**src/rtl/dmem_rmw_ctrl.sv**
```systemverilog
// Data-memory read-modify-write controller in front of a synchronous word SRAM.
// Optional DMEM_FULLWORD_BYPASS_EN: full-word stores skip the SRAM read.
module dmem_rmw_ctrl #(
   parameter int DEPTH_LOG2 = 12,
   parameter int MEM_LAT    = 1
) (
   input  logic                  clk,
   input  logic                  reset,
   input  logic [31:0]           req_addr,
   input  logic [31:0]           req_wdata,
   input  logic                  req_r,
   input  logic                  req_w,
   input  logic                  req_full,
   output logic [31:0]           rdata,
   output logic                  busy,
   output logic                  done,
   output logic                  err,
   output logic                  sram_cs,
   output logic                  sram_we,
   output logic [DEPTH_LOG2-1:0] sram_addr,
   output logic [31:0]           sram_wdata,
   input  logic [31:0]           sram_rdata
);

   localparam logic [2:0] S_IDLE = 3'd0;
   localparam logic [2:0] S_RD   = 3'd1;
   localparam logic [2:0] S_WAIT = 3'd2;
   localparam logic [2:0] S_WR   = 3'd3;
   localparam logic [2:0] S_RESP = 3'd4;

   logic [2:0]            state_q, state_d;
   logic                  is_wr_q, is_wr_d;
   logic [2:0]            cnt_q, cnt_d;
   logic [31:0]           rdata_q, rdata_d;
   logic [DEPTH_LOG2-1:0] addr_q, addr_d;
   logic                  one_req;
   logic                  both_req;
   logic                  bypass;

   assign one_req  = req_r ^ req_w;
   assign both_req = req_r & req_w;

`ifdef DMEM_FULLWORD_BYPASS_EN
   assign bypass = req_w & ~req_r & req_full;
   logic unused_bits;
   assign unused_bits = ^{req_addr[31:DEPTH_LOG2+2], req_addr[1:0]};
`else
   assign bypass = 1'b0;
   logic unused_bits;
   assign unused_bits = ^{req_full, req_addr[31:DEPTH_LOG2+2], req_addr[1:0]};
`endif

   always_comb begin
      state_d = state_q;
      is_wr_d = is_wr_q;
      cnt_d   = cnt_q;
      rdata_d = rdata_q;
      addr_d  = addr_q;
      case (state_q)
         S_IDLE: begin
            if (one_req) begin
               addr_d  = req_addr[DEPTH_LOG2+1:2];
               is_wr_d = req_w;
               state_d = bypass ? S_WR : S_RD;
            end
         end
         S_RD: begin
            cnt_d   = 3'(MEM_LAT);
            state_d = S_WAIT;
         end
         S_WAIT: begin
            // Last wait cycle: SRAM data is valid now, capture it for the port merge.
            if (cnt_q <= 3'd1) begin
               rdata_d = sram_rdata;
               cnt_d   = 3'd0;
               state_d = is_wr_q ? S_WR : S_RESP;
            end else begin
               cnt_d = cnt_q - 3'd1;
            end
         end
         S_WR:    state_d = S_RESP;
         S_RESP:  state_d = S_IDLE;
         default: state_d = S_IDLE;
      endcase
   end

   always_ff @(posedge clk or negedge reset) begin
      if (!reset) begin
         state_q <= S_IDLE;
         is_wr_q <= 1'b0;
         cnt_q   <= 3'd0;
         rdata_q <= 32'd0;
         addr_q  <= '0;
      end else begin
         state_q <= state_d;
         is_wr_q <= is_wr_d;
         cnt_q   <= cnt_d;
         rdata_q <= rdata_d;
         addr_q  <= addr_d;
      end
   end

   // Request-driven outputs are gated by reset so every output is low while it is held.
   assign busy       = reset & (((state_q == S_IDLE) & one_req) | (state_q == S_RD) |
                                (state_q == S_WAIT) | (state_q == S_WR));
   assign err        = reset & (state_q == S_IDLE) & both_req;
   assign done       = (state_q == S_RESP);
   assign sram_cs    = (state_q == S_RD) | (state_q == S_WR);
   assign sram_we    = (state_q == S_WR);
   assign sram_wdata = (state_q == S_WR) ? req_wdata : 32'd0;
   assign sram_addr  = addr_q;
   assign rdata      = rdata_q;

endmodule
```
**config.mk**
```make
export PLATFORM = sky130hd
export DESIGN_NAME = dmem_rmw_ctrl
export DESIGN_NICKNAME = d
export VERILOG_FILES = /design/src/rtl/dmem_rmw_ctrl.sv
export SDC_FILE = /design/constraint.sdc
export NUM_CORES = 1
export LEC_CHECK = 0
export ABC_AREA = 0
export BUFFER_PORTS_ARGS = -buffer_cell sky130_fd_sc_hd__buf_2
export CORE_AREA = 2 2 78 80
export DETAILED_ROUTE_END_ITERATION = 8
export DIE_AREA = 0 0 80 82
export GPL_TIMING_DRIVEN = 0
export PLACE_DENSITY = 0.95
export SKIP_CTS_REPAIR_TIMING = 1
export SYNTH_ARGS = -nofsm -noshare
export SYNTH_HDL_FRONTEND = slang
export SYNTH_SLANG_ARGS = --single-unit
```
**constraint.sdc**
```tcl
create_clock -name clk -period 4.5 [get_ports clk]
set_input_delay 0.225 -clock clk [delete_from_list [all_inputs] [get_ports clk]]
set_output_delay 0.225 -clock clk [all_outputs]
set_load 0.05 [all_outputs]
```
==> summary.txt <==
Status
  • Status: completed

Power and ir drop
  • Net Sw Power: between 1.5 and 2 mW
  • Sw Share: between 50 and 60%
  • Sequential Power Share: 25.9%
  • Internal Pwr Total: between 1 and 1.5 mW
  • Clock share of power: about 10%
  • Cell Pwr Density: between 900 and 1000 nW/um^2
  • VDD IR max: 0.594 mV
  • Static leakage: 1.88 nW
  • Combinational Power Share: 63.9%
  • Total power: approximately 3.1 mW

Routing
  • Routed wire per std cell: ~14 microns
  • Via count: between 2000 and 2500
  • Detail Route Antenna Nets: 0
  • Drt drc: 0
  • Initial DRT Pass Iterations: 4
  • Vias per cell: between 4 and 5
  • DRT iter0 DRCs: 55
  • Total wire length: between 5 and 6 mm

Critical path
  • Worst-path fanout max: 10
  • Critical Path AT: approximately 2.1 ns
  • Critical Setup Path Class: register to output pin
  • Worst R2R Setup Slack: around 2.5 ns
  • Worst Path Required: ~4.3 ns
  • Setup crit end kind: output pin
  • Startpoint Class: register

Synthesis
  • Post-synth ARST share: between 90% and 100%
  • Primary FF master, synth: dfrtp_1
  • Number of synthesized flops with an enable pin: 0
  • Sequential share of the synthesized area: between 50% and 60%
  • Syn nets: 286
  • Syn Std Cell Area: 2380 sq um
  • Syn Area/Cell: about 13 sq um
  • Cell variety after synth: 32
  • Syn Inst Count: 182
  • Synthesized flop and latch total: 51
  • Synth warnings: 0

Floorplan
  • Die footprint: approximately 6600 sq um
  • Starting Density: 41.5%
  • Row count: 28
  • # IOs: around 180
  • Die width: around 80 microns
  • Die H: slightly above 80 microns
  • Core Area: 5750 sq um

Timing
  • Worst setup margin: ~2.2 ns
  • Setup-failing EPs final: 0
  • Setup TNS: 0 ns
  • Max frequency: between 400 and 500 MHz
  • RSZ-0062 raised after global routing: no
  • Least-Margin Pin Slew: 1.14 ns
  • Period utilization: 51.4%
  • Final hold violation count: 0
  • Max Slew Vio Count: 0
  • Relative slew slack: a little under a quarter
  • Clock skew: roughly 0.0097 ns
  • Final min period: between 2 and 2.5 ns

Worst hold path
  • Hold WC Path Type: input pin to asynchronous set/reset pin

Clock tree
  • CTS clock-pin slew for the worst setup and hold paths: roughly 0.1 ns
  • Clock tree buffer depth: 2
  • Total CTS buffers: 5
  • CTS sink cnt: 51
  • H-tree levels: 2
  • CTS root buf: clkbuf_8
  • Clk_lat worst skew: about 0.30 ns
  • CTS tree: done

Placed design
  • PortBufs: between 150 and 200
  • Hpwl dp: roughly 4.7 mm
  • DP Worst Slack: around 2.4 ns
  • GPL Wtd Cong: just under 0.8
  • # placed instances: roughly 420

Global route
  • Initial antenna violation count: 0
  • First-pass GRT wire length: about 8.5 mm
  • Vias in the first global route: around 1900
  • Tot GR Track Use: ~17%
  • GRT overflow: 0
  • Maximum number of pins on one net before global-route repair: 53

Cells and area
  • Diodes inserted: 0
  • Layout cells sized above 1: around 64%
  • Synth-to-Final Area Change: 42.2%
  • Commonest non-fill, non-tap cell in the layout: buf_2
  • Most frequent cells in the layout: buf_2, dfrtp_1, mux2_2
  • Layout Cells excl Fill: approximately 430
  • Fin nets: approximately 450

Job
  • Max-Cap Viols: 0
synth_stat cells, types with 2 or more instances:
cell	instances	area, sq um
nor2b_1	4	25.0
dfrtp_1	51	1280
nor2_1	4	15.0
mux2_2	44	495
and2_1	3	18.8
inv_1	3	11.3
ha_1	3	37.5
o211ai_1	2	15.0
nor4b_4	2	47.6
clkbuf_1	8	30.0
buf_6	5	56.3
and3_1	33	206
power by group through the flow:
stage               Clock, mW  Combinational, mW  Sequential, mW
CTS                     0.329               2.03           0.818
detailed placement          0               2.03           0.823
global route            0.349               2.12           0.843
global placement            0               1.98           0.807
finish                  0.321               2.01           0.816
floorplan                   0              0.863            1.53
final timing paths:
check                               from              to  depth (start not counted)
setup reg to reg                cnt_q[1]       rdata[16]                          6
min in group clk           sram_rdata[5]        rdata[5]                          2
hold reg to reg                 rdata[5]        rdata[5]                          1
max in group asynchronous          reset    sram_addr[3]                          1
setup / recovery              state_q[0]  sram_wdata[22]                          5
hold / removal                     reset       rdata[29]                          1
logic make-up after synthesis:
| group | after synthesis | synth area share, % |
|---|---|---|
| AND/OR/NAND/NOR | 52 | 15.0 |
| buffers and inverters | 19 | 4.78 |
| multiplexers | 45 | 21.3 |
| flip-flops | 51 | 53.5 |
| adder cells (fa/ha/maj) | 3 | 1.57 |
| AO/OA/AOI/OAI | 12 | 3.83 |
sequential cells by signal (all words and copies together), names as in the netlist:
| register | flops |
|---|---|
| state_q | 3 |
| cnt_q | 3 |
| sram_addr | 12 |
| rdata | 32 |
| is_wr_q | 1 |
layout make-up:
type / count / area (sq um)
Multi-Input combinational cell: 112 / 993
Inverter: 3 / 11.3
Sequential cell: 51 / 1280
Timing Repair Buffer: 160 / 801
Fill cell: 492 / 2360
Tap cell: 75 / 93.8
Clock inverter: 2 / 38.8
Buffer: 16 / 103
Clock buffer: 6 / 72.6
metrics by stage:
step / util [%] / cell area [sq um] / hold WS (ns)
6_report: 59.0 / 3390 / 0.147
5_1_grt: 59.0 / 3390 / 0.126
4_1_cts: 59.0 / 3390 / 0.140
3_5_place_dp: 57.1 / 3280 / 0.460
3_3_place_gp: 57.1 / 3280 / 0.443
2_1_floorplan: - / 2380 / -0.0706
metal layers:
layer	track usage (%)	part of all wire (%)
met5	0	0
met4	5.42	1.4
met3	4.18	8.3
met2	32.1	52
met1	17.9	38
worst max-delay path, cell delays in order, from the launching register on:
cell and delay, ns:
dfrtp_1 0.34, clkbuf_1 0.38, clkbuf_1 0.33, clkbuf_1 0.28
and3_1 0.21, buf_2 0.26
Power figures use the tool's default switching activity.
